--- src/rtl/hs_ram_arbiter.sv ---
// Work-RAM port arbiter between the core CPU and the high-score save/restore engine.
// Pauses the core, settles, waits for vblank (or a timeout), grants the port and hands it back.
module hs_ram_arbiter #(
    parameter int unsigned ADDR_W        = 16,
    parameter int unsigned SETTLE_CYCLES = 16,
    parameter int unsigned VBL_TIMEOUT   = 1048576
) (
    input  logic              clk_sys,
    input  logic              reset_n,
    input  logic              hs_req,
    input  logic [ADDR_W-1:0] hs_addr,
    input  logic              hs_we,
    input  logic [7:0]        hs_din,
    input  logic [ADDR_W-1:0] cpu_addr,
    input  logic              cpu_we,
    input  logic [7:0]        cpu_din,
    input  logic              vblank,
    input  logic              user_pause,
    input  logic              osd_pause,
    output logic [ADDR_W-1:0] ram_addr,
    output logic              ram_we,
    output logic [7:0]        ram_din,
    output logic              pause,
    output logic              hs_grant,
    output logic [7:0]        access_cnt
);

    typedef enum logic [2:0] {
        IDLE     = 3'd0,
        HOLD     = 3'd1,
        WAIT_VBL = 3'd2,
        GRANT    = 3'd3,
        RELEASE  = 3'd4
    } state_t;

    localparam logic [23:0] SETTLE_LAST = 24'(SETTLE_CYCLES - 1);
    localparam logic [23:0] VBL_LAST    = 24'(VBL_TIMEOUT - 1);

    state_t      state_reg, state_next;
    logic [23:0] cnt_reg, cnt_next;
    logic [7:0]  access_cnt_reg, access_cnt_next;
    logic        pause_int_reg, pause_int_next;
    logic        grant_reg, grant_next;

    always_ff @(posedge clk_sys or negedge reset_n) begin
        if (!reset_n) begin
            state_reg      <= IDLE;
            cnt_reg        <= '0;
            access_cnt_reg <= '0;
            pause_int_reg  <= 1'b0;
            grant_reg      <= 1'b0;
        end else begin
            state_reg      <= state_next;
            cnt_reg        <= cnt_next;
            access_cnt_reg <= access_cnt_next;
            pause_int_reg  <= pause_int_next;
            grant_reg      <= grant_next;
        end
    end

    always_comb begin
        state_next      = state_reg;
        access_cnt_next = access_cnt_reg;
        case (state_reg)
            IDLE: begin
                if (hs_req) state_next = HOLD;
            end
            HOLD: begin
                if (!hs_req)                   state_next = IDLE;
                else if (cnt_reg == SETTLE_LAST) state_next = WAIT_VBL;
            end
            WAIT_VBL: begin
                if (!hs_req)                 state_next = RELEASE;
                else if (vblank)             state_next = GRANT;
                else if (cnt_reg == VBL_LAST) state_next = GRANT;
            end
            GRANT: begin
                if (!hs_req) begin
                    state_next      = RELEASE;
                    access_cnt_next = access_cnt_reg + 8'd1;
                end
            end
            RELEASE: begin
                // A re-asserted request is deliberately ignored until IDLE.
                if (cnt_reg == SETTLE_LAST) state_next = IDLE;
            end
            default: state_next = IDLE;
        endcase

        // Counter restarts at zero on every state change.
        if (state_next != state_reg)
            cnt_next = '0;
        else if (state_reg == HOLD || state_reg == WAIT_VBL || state_reg == RELEASE)
            cnt_next = cnt_reg + 24'd1;
        else
            cnt_next = '0;

        pause_int_next = (state_next != IDLE);
        grant_next     = (state_next == GRANT);
    end

    always_comb begin
        ram_addr = cpu_addr;
        ram_din  = cpu_din;
        ram_we   = 1'b0;
        if (grant_reg) begin
            ram_addr = hs_addr;
            ram_din  = hs_din;
            ram_we   = hs_we;
        end else if (state_reg == IDLE) begin
            ram_we   = cpu_we;
        end
    end

    assign pause      = user_pause | osd_pause | pause_int_reg;
    assign hs_grant   = grant_reg;
    assign access_cnt = access_cnt_reg;

endmodule

--- config.mk ---
export PLATFORM = sky130hd
export DESIGN_NAME = hs_ram_arbiter
export DESIGN_NICKNAME = d
export VERILOG_FILES = /design/src/rtl/hs_ram_arbiter.sv
export SDC_FILE = /design/constraint.sdc
export NUM_CORES = 1
export LEC_CHECK = 0
export BUFFER_PORTS_ARGS = -buffer_cell sky130_fd_sc_hd__buf_2
export CAP_MARGIN = 40
export CORE_UTILIZATION = 30
export DETAILED_ROUTE_END_ITERATION = 12
export PLACE_DENSITY = 0.55
export SLEW_MARGIN = 5
export SYNTH_ARGS = -nofsm -noshare
export SYNTH_HDL_FRONTEND = slang
export SYNTH_SLANG_ARGS = --single-unit
--- constraint.sdc ---
create_clock -name clk_sys -period 5.45 [get_ports clk_sys]
set_input_delay 0.2725 -clock clk_sys [delete_from_list [all_inputs] [get_ports clk_sys]]
set_output_delay 0.2725 -clock clk_sys [all_outputs]
set_load 0.05 [all_outputs]
==> impl_metrics.toml, run 1 <==
[run_status]
status = "finished clean"

[sta]
fin_skew_ns = 0.005939
rsz0062_at_grt = "false"
post-route-min-period_ns = 2.210
fin_tns_setup_ns = 0
holdWs_ns = 0.2105
hold_viol_final = 0
drv_slew = 0
worst_pin_slew_ns = 0.4799
fmax_ghz = 0.4524
period_share_pct = 40.56
max-slew-margin-rel_pct = 68.01
report.final.setup_viol = 0

[pwr]
power.total_mw = 0.5848
intPower_mw = 0.4216
p_leak_nw = 1.335
power_frac_seq_pct = 47.5
swShare_pct = 27.91
vdd_ir_drop_max_v = 0.00007985
comb_power_share_pct = 15.6
power_frac_clock_pct = 36.9
power_density_mw_per_mm2 = 193.8
switchingPower_mw = 0.1632

[clock_tree]
max-clock-path-buffers = 2
clkSinkCount = 37
cts_tree = "yes"
path_clk_slew_ns = 0.07
cts_root_buffer = "clkbuf_8"
h-tree-depth = 2
cts_made_buffers = 5
clock_latency_ns = 0.30
post-cts-setup-buffer-count = 0

[global_routing]
grt_pass1_wl_um = 9280
overflow = 0
grt_pass1_vias = 1960
grt_max_degree = 25
grt_usage_pct = 14.15
antenna_found_initial = 0

[die]
core_region_area_mm2 = 0.007370
start_util_pct = 31.41
io_pins = 91
rows = 31
die_y_um = 89.84
chipWidth_um = 89.84
design.die.area_mm2 = 0.008071

[detailed_routing]
wl_per_cell_um = 13.81
vias = 2036
drtIter0Drc = 105
ant_nets = 0
dr.pass1.iters = 4
vias_per_cell = 5.052
drt-total-wl_um = 5567
drc = 0

[logic_synthesis]
synth-edff-count = 0
syn-cell-area_mm2 = 0.002315
synth.avg_cell_area_um2 = 11.08
yosys_warnings = 0
synth_fp_nets = 267
yosys.area.top_type = "dfrtp_1"
synth-main-ff-cell = "dfrtp_1"
synth-seq-area-share_pct = 40.00
synthArstFlopShare_pct = 100.0
synth_top_family_by_area = "simple AND/OR/NAND/NOR gates"
synthDistinctLibCells = 44
synthXorXnorAreaFrac_pct = 7.946
netlist_top_cells_area = "dfrtp_1 (40%), mux2_1 (9.7%), nor3_2 (6.5%), xnor2_1 (4.5%), nand4_1 (3.5%)"
synth_fa_ha_area_share_pct = 1.081
syn-instance-count = 209
synthMuxAreaShare_pct = 12.16
synth_compound_area_share_pct = 9.514
synth_top_area_share_pct = 40.00
synth-seq-cells = 37
synth-simple-area-share_pct = 26.32

[worst_hold_path]
worstHoldStart = "hs_req"
hp-class = "in -> reg"
hold_path_end = "state_reg[2]"
holdPathStages = 2

[critical_path]
end_kind = "flop"
cp_data_arrival_time_ns = 2.38
rr_endpoint = "cnt_reg[7]"
path_class = "reg -> reg"
cp.required_ns = 5.62
path_max_fanout = 17
cpMaxStageDelayCell = "o32ai_4"
r2r_cells = 6
startpoint_type = "flop"
r2r_setup_slack_ns = 3.24
crit_path_cell_trace = "ha_1 -> and3_1 -> nand2_1 -> o32ai_4 -> buf_4 -> nor3_2"
max_stage_delay_ns = 0.51
crit-reg2reg-launch = "cnt_reg[0]"

[layout]
fin_cells = 403
areaGrowthSynthToFinish_pct = 30.32
fillers = 738
largest_reg_flops = 24
diodes = 0
final_util_pct = 40.93
layout_commonest_cell = "buf_2"
final_cell_mix = "buf_2 (90), dfrtp_1 (37), mux2_1 (20), nor3_2 (15), nand4_1 (13)"
layout-drive-gt1-share_pct = 44.41
final_nets = 361

[placement]
dp_hpwl_um = 4305
portBuffers = 90
dp.cells = 394
place_congestion = 0.7345

[job]
maxCapViolCount = 0
-- worst max path at each step --
stage	start	endpoint	slack (ns)	cells past startpoint
detailed placement	cnt_reg[0]	cnt_reg[7]	3.23	6
global placement	cnt_reg[4]	cnt_reg[9]	3.27	5
CTS	cnt_reg[0]	cnt_reg[11]	3.22	6
global route	cnt_reg[0]	cnt_reg[11]	3.07	6
finish	cnt_reg[0]	cnt_reg[7]	3.24	6
floorplan	hs_grant	ram_addr[3]	3.32	3
-- metal layers --
layer	part of all wire [%]	global-route usage [%]	routed length, um
met5	0	0	0
met4	1.3	4.781	70
met3	7.9	4.738	440
met2	49	24.49	2727
met1	42	16.30	2328
-- per-stage QoR --
| step | setup slack (ns) | instance area (um2) |
|---|---|---|
| final | 3.240 | 3017 |
| after CTS | 3.221 | 3017 |
| after floorplan | 3.323 | 2315 |
| after global routing | 3.071 | 3017 |
| after detailed placement | 3.233 | 2905 |
| after global placement | 3.270 | 2850 |
-- cell usage after synthesis (all sizes together) (3+ instances only) --
cell / number
xnor2: 12
buf: 5
or3: 8
a211oi: 8
dfrtp: 37
nand2: 9
nand4: 14
and4: 5
mux2: 25
inv: 4
nor2: 5
xor2: 9
nand3: 9
nor4: 7
clkbuf: 3
and3: 3
o21ai: 7
nor3: 18
-- power by group through the flow --
| stage | Combinational, mW | Clock [mW] | Sequential [mW] |
|---|---|---|---|
| after global routing | 0.0975 | 0.233 | 0.278 |
| after floorplan | 0.0537 | 0 | 0.283 |
| after detailed placement | 0.0922 | 0 | 0.283 |
| after CTS | 0.0929 | 0.221 | 0.278 |
| after global placement | 0.0890 | 0 | 0.283 |
| final | 0.0909 | 0.216 | 0.278 |
-- critical path, delay by kind of cell (launching register included) --
kind,cells,cell delay [ns]
fa+ha+maj,1,0.22
compound gates,1,0.51
buf+inv,1,0.39
flops,1,0.42
simple gates,3,0.55
-- layout make-up --
cell class | instances | area [um2] | share of cell area, %
sequential | 37 | 925.9 | 30.69
inverter | 4 | 15.01 | 0.4977
tap | 99 | 123.9 | 4.106
clock buffer | 7 | 96.34 | 3.194
clock inverter | 1 | 5.005 | 0.1659
multi-input combinational | 160 | 1320 | 43.76
timing repair buffer | 95 | 530.5 | 17.59
-- what timing repair did --
action,4_1_cts,5_1_grt
resized for setup,0,0
hold buffers,1,0
hold endpoints to repair,15,0
-- logic make-up after synthesis --
kind of cell / after synthesis
simple gates: 87
flops: 37
compound gates: 25
mux: 25
xor+xnor: 21
buf+inv: 12
fa+ha+maj: 2
Note: power is estimated with default switching activity, not from simulation.
==> run 2: changes to the inputs <==
PLACE_DENSITY = 0.57   (was 0.55)
clock period = 1.8 ns   (was 5.45 ns; I/O delays follow)
==> impl_metrics.toml, run 2 (same netlist as run 1, synthesis figures left out) <==
[run_status]
status = "finished clean"

[clock_tree]
h-tree-depth = 2
clkSinkCount = 37
cts_tree = "yes"
clock_latency_ns = 0.29
cts_made_buffers = 5
cts_root_buffer = "clkbuf_8"
path_clk_slew_ns = 0.07
max-clock-path-buffers = 2

[detailed_routing]
drtIter0Drc = 124
drt-total-wl_um = 6009
vias_per_cell = 4.926
wl_per_cell_um = 13.88
dr.pass1.iters = 4
ant_nets = 0
vias = 2133
drc = 0

[die]
rows = 31
chipWidth_um = 89.84
die_y_um = 89.84
io_pins = 91
start_util_pct = 31.41
design.die.area_mm2 = 0.008071
core_region_area_mm2 = 0.007370

[critical_path]
path_class = "reg -> reg"
cp_data_arrival_time_ns = 1.89
path_delay_family = "simple AND/OR/NAND/NOR gates"
cp.required_ns = 1.97
cpMaxStageDelayCell = "dfrtp_1"
end_kind = "flop"
path_max_fanout = 7
crit_path_cell_trace = "nor4_1 -> nand4_1 -> o32ai_4 -> buf_4 -> a211oi_2"
worst-path-buf-inv = 1
max_stage_delay_ns = 0.41
startpoint_type = "flop"
r2r_setup_slack_ns = 0.08

[layout]
fin_cells = 433
areaGrowthSynthToFinish_pct = 41.35
fillers = 713
layout-drive-gt1-share_pct = 51.80
regArea_um2 = 928.4
diodes = 0
multi_input_area_mm2 = 0.001359
final_cell_mix = "buf_2 (90), dfrtp_1 (35), buf_4 (31), mux2_1 (20), nor3_2 (15)"
final_util_pct = 44.40
final_nets = 391
largest_reg_flops = 24
layout_commonest_cell = "buf_2"

[global_routing]
grt_usage_pct = 15.69
grt_pass1_vias = 2108
antenna_found_initial = 0
grt_max_degree = 25
overflow = 0
grt_pass1_wl_um = 10230

[sta]
report.final.setup_viol = 0
rsz0062_at_grt = "true"
drv_slew = 0
worst_pin_slew_ns = 0.4937
hold_viol_final = 0
fmax_ghz = 0.5807
post-route-min-period_ns = 1.722
fin_skew_ns = 0.003543
period_share_pct = 95.67
fin_tns_setup_ns = 0
max-slew-margin-rel_pct = 67.09

[placement]
portBuffers = 90
dp_hpwl_um = 4615
dp.cells = 422
place_congestion = 0.7809

[pwr]
power_density_mw_per_mm2 = 539.8
p_leak_nw = 1.487
vdd_ir_drop_max_v = 0.0002108
power.total_mw = 1.766

[job]
maxCapViolCount = 0

[worst_hold_path]
hp-class = "in -> reg"
==> run 2: changes by cell type in the layout (fill, tap and decap cells not counted), moves of 2 or more <==
| cell | before | now |
|---|---|---|
| buf_4 | 2 | 31 |
| buf_16 | 2 | 0 |
| nor4_2 | 0 | 3 |
| nor4_1 | 6 | 3 |
| buf_12 | 0 | 2 |
| dfrtp_1 | 37 | 35 |
| dfrtp_2 | 0 | 2 |
==> run 2: repair_timing <==
| action | CTS | global route |
|---|---|---|
| endpoints found under the setup margin | 24 | 25 |
| hold buffers | 1 | 0 |
| resized for setup | 1 | 8 |
| pin swaps | 0 | 2 |
| hold endpoints to repair | 18 | 0 |
| buffers inserted | 0 | 2 |
| gates cloned | 0 | 0 |
==> run 2: per-layer routing <==
metal	track usage [%]	vias up	part of all wire (%)
li1	-	1040	-
met1	19.12	998	43
met2	26.99	86	49
met3	3.469	9	6.4
met4	5.874	0	1.8
met5	0	-	0
==> run 2: through the flow <==
stage | hold WS, ns | worst slack [ns] | instance area (um2)
floorplan | -0.2056 | 0.04060 | 2318
global placement | 0.08153 | -0.07506 | 3102
detailed placement | 0.07948 | -0.08255 | 3102
CTS | 0.02483 | 0.03925 | 3219
global route | 0.02301 | -0.001541 | 3272
finish | 0.04062 | 0.07801 | 3272
==> run 2: path summary, 6_finish.rpt <==
check | cells past startpoint | end | startpoint
max in group asynchronous | 3 | cnt_reg[10] | reset_n
max | 5 | cnt_reg[18] | cnt_reg[5]
min reg2reg | 1 | access_cnt[7] | access_cnt[7]
min | 2 | state_reg[2] | hs_req
max reg2reg | 5 | cnt_reg[18] | cnt_reg[5]
min in group asynchronous | 2 | cnt_reg[22] | reset_n
==> run 2: area by class of cell <==
class                      count  area share [%]
inverter                       4          0.4589
tap                           99           3.786
timing repair buffer         125           22.75
clock buffer                   7           2.945
clock inverter                 1          0.1530
multi-input combinational    160           41.53
sequential                    37           28.37
==> run 2: report_power, final <==
group          internal, mW  switching, mW  leakage (nW)
Sequential            0.835        0.00267         0.508
Combinational        0.0999          0.188         0.924
Clock                 0.346          0.295        0.0542
